===== src/rtl/demux_sched_if.sv =====
// Handshake and bus bundle between the demux scheduler and its upstream source / downstream demux.
// Master drives the source-side inputs and per-channel readies; slave is the scheduler.
interface demux_sched_if #(
  parameter int DW = 8
);
  logic          mode;
  logic [7:0]    en_mask;
  logic          in_valid;
  logic [DW-1:0] in_data;
  logic [2:0]    in_dest;
  logic          in_ready;
  logic [2:0]    sel;
  logic [DW-1:0] out_data;
  logic [7:0]    out_valid;
  logic [7:0]    out_ready;
  logic          busy;
  logic [7:0]    drop_cnt;

  modport master (
    output mode, en_mask, in_valid, in_data, in_dest, out_ready,
    input  in_ready, sel, out_data, out_valid, busy, drop_cnt
  );

  modport slave (
    input  mode, en_mask, in_valid, in_data, in_dest, out_ready,
    output in_ready, sel, out_data, out_valid, busy, drop_cnt
  );
endinterface


===== src/rtl/demux_sched.sv =====
// Sequencer for a 1:8 demux: takes one upstream word at a time, routes it round-robin or by
// address to one channel, and drops it if the channel stalls for TMO cycles.
module demux_sched #(
  parameter int DW  = 8,
  parameter int TMO = 16
) (
  input logic          clk,
  input logic          rst,
  demux_sched_if.slave bus
);

  typedef enum logic [0:0] {
    IDLE  = 1'b0,
    ROUTE = 1'b1
  } state_t;

  state_t        state_q;
  logic [2:0]    rr_ptr_q;
  logic [2:0]    sel_q;
  logic [DW-1:0] out_data_q;
  logic [7:0]    out_valid_q;
  logic          busy_q;
  logic [7:0]    drop_cnt_q;
  logic [15:0]   wait_q;
  logic [2:0]    dest_d;
  logic          in_ready_d;
  logic          addr_drop_d;
  logic          tmo_hit_d;

  // First enabled channel strictly after ptr; ptr itself has the lowest priority.
  function automatic logic [2:0] rr_pick(input logic [2:0] ptr, input logic [7:0] mask);
    logic [2:0] pick;
    logic [2:0] idx;
    pick = ptr;
    for (int k = 8; k >= 1; k--) begin
      idx = ptr + 3'(k);
      if (mask[idx]) begin
        pick = idx;
      end
    end
    return pick;
  endfunction

  function automatic logic [7:0] sat_inc(input logic [7:0] v);
    return (v == 8'hFF) ? v : v + 8'd1;
  endfunction

  // Accept-side decode: readiness, resolved destination, and drop/timeout conditions.
  always_comb begin
    in_ready_d  = (state_q == IDLE) && !rst && (bus.mode || (|bus.en_mask));
    dest_d      = bus.mode ? bus.in_dest : rr_pick(rr_ptr_q, bus.en_mask);
    addr_drop_d = bus.mode && !bus.en_mask[bus.in_dest];
    tmo_hit_d   = (TMO != 0) && (wait_q == 16'(TMO - 1));
  end

  // Main FSM with all outputs registered.
  always_ff @(posedge clk) begin
    if (rst) begin
      state_q     <= IDLE;
      rr_ptr_q    <= 3'd7;
      sel_q       <= 3'd0;
      out_data_q  <= '0;
      out_valid_q <= 8'h00;
      busy_q      <= 1'b0;
      drop_cnt_q  <= 8'h00;
      wait_q      <= 16'd0;
    end else begin
      case (state_q)
        IDLE: begin
          if (bus.in_valid && in_ready_d) begin
            out_data_q <= bus.in_data;
            if (addr_drop_d) begin
              drop_cnt_q <= sat_inc(drop_cnt_q);
            end else begin
              sel_q       <= dest_d;
              out_valid_q <= 8'h01 << dest_d;
              busy_q      <= 1'b1;
              wait_q      <= 16'd0;
              state_q     <= ROUTE;
            end
          end
        end
        ROUTE: begin
          // A ready in the timeout cycle still counts as a transfer.
          if (bus.out_ready[sel_q] || tmo_hit_d) begin
            out_valid_q <= 8'h00;
            busy_q      <= 1'b0;
            rr_ptr_q    <= sel_q;
            state_q     <= IDLE;
            if (!bus.out_ready[sel_q]) begin
              drop_cnt_q <= sat_inc(drop_cnt_q);
            end
          end else begin
            wait_q <= wait_q + 16'd1;
          end
        end
        default: begin
          state_q     <= IDLE;
          out_valid_q <= 8'h00;
          busy_q      <= 1'b0;
        end
      endcase
    end
  end

  assign bus.in_ready  = in_ready_d;
  assign bus.sel       = sel_q;
  assign bus.out_data  = out_data_q;
  assign bus.out_valid = out_valid_q;
  assign bus.busy      = busy_q;
  assign bus.drop_cnt  = drop_cnt_q;

endmodule


===== src/flat_wrapper.sv =====
// flat-port wrapper written by rule: the top's interface ports become plain ports
module demux_sched_flat 
#(
  parameter int DW  = 8,
  parameter int TMO = 16
)
  (clk, rst, bus_mode, bus_en_mask, bus_in_valid, bus_in_data, bus_in_dest, bus_out_ready, bus_in_ready, bus_sel, bus_out_data, bus_out_valid, bus_busy, bus_drop_cnt);
  demux_sched_if #(.DW(DW)) bus_i ();
  input logic clk;
  input logic rst;
  input wire logic [$bits(bus_i.mode)-1:0] bus_mode;
  input wire logic [$bits(bus_i.en_mask)-1:0] bus_en_mask;
  input wire logic [$bits(bus_i.in_valid)-1:0] bus_in_valid;
  input wire logic [$bits(bus_i.in_data)-1:0] bus_in_data;
  input wire logic [$bits(bus_i.in_dest)-1:0] bus_in_dest;
  input wire logic [$bits(bus_i.out_ready)-1:0] bus_out_ready;
  output wire logic [$bits(bus_i.in_ready)-1:0] bus_in_ready;
  output wire logic [$bits(bus_i.sel)-1:0] bus_sel;
  output wire logic [$bits(bus_i.out_data)-1:0] bus_out_data;
  output wire logic [$bits(bus_i.out_valid)-1:0] bus_out_valid;
  output wire logic [$bits(bus_i.busy)-1:0] bus_busy;
  output wire logic [$bits(bus_i.drop_cnt)-1:0] bus_drop_cnt;
  assign bus_i.mode = bus_mode;
  assign bus_i.en_mask = bus_en_mask;
  assign bus_i.in_valid = bus_in_valid;
  assign bus_i.in_data = bus_in_data;
  assign bus_i.in_dest = bus_in_dest;
  assign bus_i.out_ready = bus_out_ready;
  assign bus_in_ready = bus_i.in_ready;
  assign bus_sel = bus_i.sel;
  assign bus_out_data = bus_i.out_data;
  assign bus_out_valid = bus_i.out_valid;
  assign bus_busy = bus_i.busy;
  assign bus_drop_cnt = bus_i.drop_cnt;
  demux_sched #(.DW(DW), .TMO(TMO)) u_core (.clk(clk), .rst(rst), .bus(bus_i));
endmodule

===== config.mk =====
export PLATFORM = sky130hd
export DESIGN_NAME = demux_sched_flat
export DESIGN_NICKNAME = d
export VERILOG_FILES = /design/src/rtl/demux_sched_if.sv /design/src/rtl/demux_sched.sv /design/src/flat_wrapper.sv
export SDC_FILE = /design/constraint.sdc
export NUM_CORES = 1
export LEC_CHECK = 0
export CORE_AREA = 2 2 84 86
export CTS_CLUSTER_SIZE = 20
export DETAILED_ROUTE_END_ITERATION = 16
export DIE_AREA = 0 0 86 88
export PLACE_DENSITY = 0.75
export SYNTH_ARGS = -nofsm -noshare
export SYNTH_HDL_FRONTEND = slang
export SYNTH_SLANG_ARGS = --single-unit
export TNS_END_PERCENT = 50

===== constraint.sdc =====
create_clock -name clk -period 5 [get_ports clk]
set_input_delay 1 -clock clk [delete_from_list [all_inputs] [get_ports clk]]
set_output_delay 1 -clock clk [all_outputs]
set_load 0.02 [all_outputs]

==> reports/qor.yml, run 1 <==
status: "completed"
die_h_microns: 88
path_cells: "clkdlybuf4s50_1 -> nor4_1 -> nand3_1 -> and3_1 -> clkdlybuf4s50_1"
start_kind: "input port"
path_common_cell: "clkdlybuf4s50_1"
crit_type: "in2out"
die_area_sq_um: 7570
vias: 2541
regArea_sq_um: 961
rsz0062_at_grt: "no"
yosys-top-cells-area: "dfxtp_1 33%, mux4_2 7.8%, xnor2_1 6.9%"
clk_latency_ps: 300
synth_edf_count: 0
synth-simple-area-share_pct: 19.6
io_pins: 60
worstMarginPinSlew_ps: 1070
max_stage_delay_ps: 540
path_max_fanout: 6
final_hold_viol_count: 0
multi_input_area_sq_um: 1820
wirelength_microns: 6640
fin_tns_setup_ps: 0
ys_ff_latch: 48
yosys.area_share.adder_pct: 1.72
synth_nets: 346
cts.repair.resized: 0
synth_top_cell_by_area: "dfxtp_1"
synth-async-reset-ratio_pct: 0
p_int_uw: 708
grt_max_degree: 24
p_sw_uw: 272
initial_utilization_pct: 43.7
relSlewSlack_pct: 28.5
wl_per_cell_microns: 14.9
cts_root_buffer: "clkbuf_8"
cp_data_required_time_ps: 4000
wl_met2_microns: 3150
power_density_nw_per_um2: 268
period_needed_ps: 3880
dr.pass1.iters: 4
irDropWorstVdd_mv: 0.131
synth_top_area_share_pct: 33.1
core_area_sq_um: 6640
cts_sinks: 48
syn_inst: 311
synth_xor_area_share_pct: 7.84
postRouteAntennaNets: 0
met1_length_microns: 3110
ys_types: 54
worstSetupEndpointType: "output pin"
layout_worst_path_cycle_share_pct: 77.6
combPwrFrac_pct: 23.3
grt_usage_pct: 18.2
hpwlAfterDp_microns: 4990
drt_iter0_drc: 141
route.met3.wl_microns: 289
crit_end: "bus_in_ready"
synth_top_flop_cell: "dfxtp_1"
grt_pass1_wl_microns: 11100
place_congestion: 0.957
die_w_microns: 86
startpoint: "bus_en_mask[6]"
synth_compound_area_share_pct: 16.1
worstPathArrival_ps: 2880
synthMuxAreaShare_pct: 17.4
r2r-end: "u_core.bus.out_valid[5]$_SDFFE_PP0P_"
final_design_area_no_fill_sq_um: 3660
min_path_type: "reg2reg"
avgViaCountPerCell: 5.70
grt_overflow_total: 0
grt_pass1_vias: 2436
synth_area_per_cell_sq_um: 9.34
port_buffers: 59
fill_cells: 591
syn2layout_area_growth_pct: 26.0
clockBufferDepth: 2
dr.max_layer_used: "met4"
p_leak_uw: 0.00123
yosys_warnings: 0
rows: 30
p_clk_share_pct: 34.6
clk_pin_slew_worst_paths_ps: 100
netSwitchingFraction_pct: 27.7
insertedDiodeCount: 0
mappedNetlistArea_sq_um: 2900
synth_top_family_by_area: "simple AND/OR/NAND/NOR gates"
postCtsSetupRepairBufs: 0
cts_tree: "built"
drc: 0
final_cell_mix: "59 x clkdlybuf4s50_1, 48 x dfxtp_1, 36 x nor2_1"
fmax_ghz: 0.258
reg2reg_from: "u_core.rr_ptr_q[0]$_SDFFE_PP1P_"
setup_viol: 0
skew_ps: 8.11
r2r.worst_path.cells: 8
drv_slew: 0
placed_area_sq_um: 3520
antenna_found_initial: 0
ys_seq_area_share_pct: 33.1
r2r_setup_slack_ps: 1640
slowest_stage: "clkdlybuf4s50_1"
max-cap-violations: 0
h-tree-depth: 2
cts_hold_buffers: 0
nNetsFinal: 400
drive_gt1_share_pct: 9.29
pwr-share-seq_pct: 42.1
numCtsBuffers: 5
final_common_cell: "clkdlybuf4s50_1"
## registers in the layout, summed over array words and instances, names as in the netlist
name / flops
u_core.bus.out_valid: 8
u_core.rr_ptr_q: 3
u_core.bus.sel: 3
u_core.state_q: 1
u_core.bus.busy: 1
u_core.bus.out_data: 8
u_core.wait_q: 16
u_core.bus.drop_cnt: 8
## power groups by stage
stage	clock network [uW]	logic (uW)	registers [uW]
after floorplan	0	142	427
after global placement	0	223	422
after detailed placement	0	227	422
after CTS	346	228	413
after global routing	359	247	415
final	339	228	413
## synthesized netlist by cell type (2+ instances only)
library cell,n
a2111oi_1,4
a2111oi_2,2
a2111oi_4,2
a211oi_1,7
a21boi_0,3
a21oi_1,9
a22oi_1,3
a31oi_1,2
and2_1,2
and3_1,3
buf_1,2
buf_2,2
buf_6,3
clkbuf_1,6
dfxtp_1,48
ha_1,4
inv_1,10
mux2_2,6
mux2i_1,16
mux4_1,2
mux4_2,10
nand2_1,27
nand2b_1,2
nand3_1,17
nand4_1,5
nor2_1,36
nor2b_1,2
nor3_1,5
nor3b_1,3
nor4_1,5
o21ai_0,6
o21ai_1,3
o31ai_1,8
or3_1,2
xnor2_1,23
xor2_1,3
## worst min path at each step
| stage | slack [ps] | end | depth (start not counted) | start |
|---|---|---|---|---|
| floorplan | 450 | u_core.wait_q[1]$_SDFFE_PP0P_ | 2 | u_core.wait_q[1]$_SDFFE_PP0P_ |
| global placement | 430 | u_core.bus.out_valid[4]$_SDFFE_PP0P_ | 2 | u_core.bus.out_valid[4]$_SDFFE_PP0P_ |
| detailed placement | 440 | u_core.bus.out_valid[4]$_SDFFE_PP0P_ | 2 | u_core.bus.out_valid[4]$_SDFFE_PP0P_ |
| CTS | 470 | u_core.bus.out_valid[4]$_SDFFE_PP0P_ | 2 | u_core.bus.out_valid[4]$_SDFFE_PP0P_ |
| global route | 490 | u_core.bus.out_valid[2]$_SDFFE_PP0P_ | 2 | u_core.bus.out_valid[2]$_SDFFE_PP0P_ |
| finish | 460 | u_core.bus.out_valid[4]$_SDFFE_PP0P_ | 2 | u_core.bus.out_valid[4]$_SDFFE_PP0P_ |
## per-stage QoR
step | instances | total power, uW | util, % | worst slack [ps] | hold WS, ps
after floorplan | 311 | 570 | - | 1980 | 449
after global placement | 438 | 644 | 53.0 | 1210 | 435
after detailed placement | 438 | 649 | 53.0 | 1150 | 442
after CTS | 446 | 987 | 55.1 | 1150 | 465
after global routing | 446 | 1020 | 55.1 | 1020 | 494
final | 446 | 980 | 55.1 | 1120 | 458
## per-layer routing
layer | global-route usage [%] | vias to the layer above
li1 | - | 1257
met1 | 23.2 | 1220
met2 | 31.4 | 55
met3 | 3.86 | 9
met4 | 4.76 | 0
met5 | 0 | -
## critical path: cells and delay by family
kind | cells | cell delay [ps]
and+or+nand+nor | 3 | 850
buffers and inverters | 2 | 1040
## layout make-up
| cell class | instances | share of cell area, % |
|---|---|---|
| Clock buffer | 5 | 1.88 |
| Clock inverter | 3 | 1.88 |
| Inverter | 10 | 1.03 |
| Multi-Input combinational cell | 239 | 49.7 |
| Sequential cell | 48 | 26.3 |
| Tap cell | 80 | 2.74 |
| Timing Repair Buffer | 61 | 16.5 |
## kinds of logic (layout without fill, tap and decap cells)
family	Yosys count	in the layout
XOR/XNOR	26	26
adder cells (fa/ha/maj)	4	4
AO/OA/AOI/OAI	58	58
multiplexers	34	34
AND/OR/NAND/NOR	117	117
flip-flops	48	48
buffers and inverters	24	79
No activity file was read; power rests on OpenSTA's default activity.
==> inputs of run 2 (changes only) <==
Clock period 5 ns to 4.05 ns, I/O delays scaled along.
==> run 2 against run 1 <==
Net effect: register-to-register slack worse by 600 ps; core utilization up 0.34 points; first-iteration DRC count grew 16%; routed wire length decreased by 0.69%; non-clock buffer count rose by 3; highest routed layer unchanged; cell count increased by 0.67%; hold slack gained 7.1 ps; sequential share of layout area fell by 0.16 points; critical path depth is the same; largest cell class unchanged; total power increased by 24%; die area is the same.
==> reports/qor.yml, run 2 (synthesis results as in run 1) <==
status: "completed"
port_buffers: 59
finalPower_uw: 1210
layout_worst_path_cycle_share_pct: 86.0
p_leak_uw: 0.00125
irDropWorstVdd_mv: 0.190
avgViaCountPerCell: 5.73
vias: 2572
drt_iter0_drc: 163
grt_overflow_total: 0
clockBufferDepth: 2
drv_slew: 0
r2r_setup_slack_ps: 1040
wirelength_microns: 6600
h-tree-depth: 2
pwr-share-seq_pct: 41.7
insertedDiodeCount: 0
r2r-end: "u_core.wait_q[15]$_SDFFE_PP0P_"
final_hold_viol_count: 0
worstPathArrival_ps: 2670
combPwrFrac_pct: 23.7
final_common_cell: "clkdlybuf4s50_1"
min_path_type: "reg2reg"
numCtsBuffers: 5
crit_type: "in2out"
fmax_ghz: 0.287
path_max_fanout: 6
netSwitchingFraction_pct: 27.8
relSlewSlack_pct: 56.1
place_inst: 441
die_area_sq_um: 7570
setup_viol: 0
hpwlAfterDp_microns: 4950
period_needed_ps: 3480
grt_pass1_vias: 2387
cts_root_buffer: "clkbuf_8"
max-cap-violations: 0
hp-start: "u_core.bus.out_valid[5]$_SDFFE_PP0P_"
dp_slack_ps: 497
largest-register: "u_core.wait_q"
cts_sinks: 48
antenna_found_initial: 0
rsz0062_at_grt: "no"
postCtsSetupRepairBufs: 0
p_sw_uw: 337
min_to: "u_core.bus.out_valid[5]$_SDFFE_PP0P_"
postRouteAntennaNets: 0
grt_usage_pct: 18.2
power_density_nw_per_um2: 329
drc: 0
fin_ws_ps: 566
p_clk_share_pct: 34.5
nNetsFinal: 403
io_pins: 60
grt_max_degree: 24
clk_latency_ps: 300
place_congestion: 0.879
drive_gt1_share_pct: 10.0
min_path_cells: 2
rows: 30
cts_tree: "built"
r2r.worst_path.cells: 6
stdcell_count: 449
clk_pin_slew_worst_paths_ps: 90
p_int_uw: 876
die_w_microns: 86
wl_per_cell_microns: 14.7
largest_register_ffs: 16
final_cell_mix: "59 x clkdlybuf4s50_1, 48 x dfxtp_1, 36 x nor2_1"
skew_ps: 7.90
worstSetupEndpointType: "output pin"
core_area_sq_um: 6640
grt_pass1_wl_microns: 11100
holdWs_ps: 465
worstMarginPinSlew_ps: 658
syn2layout_area_growth_pct: 26.8
dr.pass1.iters: 4
die_h_microns: 88
fin_tns_setup_ps: 0
cts_hold_buffers: 0
cts.repair.resized: 0
start_kind: "input port"
reg2reg_from: "u_core.bus.sel[0]$_SDFFE_PP0P_"
initial_utilization_pct: 43.7
cp_data_required_time_ps: 3240
-- run 2: cell type report --
type                       count  area (sq um)
clock buffer                   5          68.8
clock inverter                 3          68.8
fill                         572          2960
inverter                      10          37.5
multi-input combinational    239          1820
sequential                    48           961
tap                           80           100
timing repair buffer          64           628
-- run 2: worst max-delay path by stage --
stage / from / endpoint / slack (ps)
after floorplan: u_core.rr_ptr_q[1]$_SDFFE_PP1P_ / u_core.bus.out_valid[0]$_SDFFE_PP0P_ / 1030
after global placement: bus_out_ready[5] / u_core.wait_q[9]$_SDFFE_PP0P_ / 560
after detailed placement: bus_out_ready[2] / u_core.wait_q[11]$_SDFFE_PP0P_ / 500
after CTS: bus_en_mask[6] / bus_in_ready / 550
after global routing: bus_en_mask[6] / bus_in_ready / 350
final: bus_en_mask[6] / bus_in_ready / 570
-- run 2: worst max-delay path, cell delays in order --
cell             delay, ps
clkdlybuf4s50_1        490
nor4_1                 510
nand3_1                120
and3_1                 200
clkdlybuf4s50_1        550
-- run 2: routing by layer --
metal,routed length (microns),track usage [%],up-vias
met5,0,0,-
met4,116,6.49,0
met3,350,4.24,11
met2,3050,29.9,75
met1,3080,23.6,1224
li1,-,-,1262
-- run 2: power groups by stage --
stage          clock, uW  combinational, uW  sequential [uW]
5_1_grt              451                313              508
4_1_cts              428                287              506
3_5_place_dp           0                286              517
6_report             419                288              506
3_3_place_gp           0                281              516
2_1_floorplan          0                176              528
-- run 2: through the flow --
step	util [%]	instance area (sq um)
final	55.4	3680
after global routing	55.4	3680
after CTS	55.4	3680
after detailed placement	53.4	3540
after global placement	53.4	3540
after floorplan	-	2900
==> inputs of run 3 (changes only) <==
Settings changed: SETUP_SLACK_MARGIN from default to 0.02.
==> results of run 3 <==
Same layout as run 2: the final DEF is identical, and so are final timing and power.
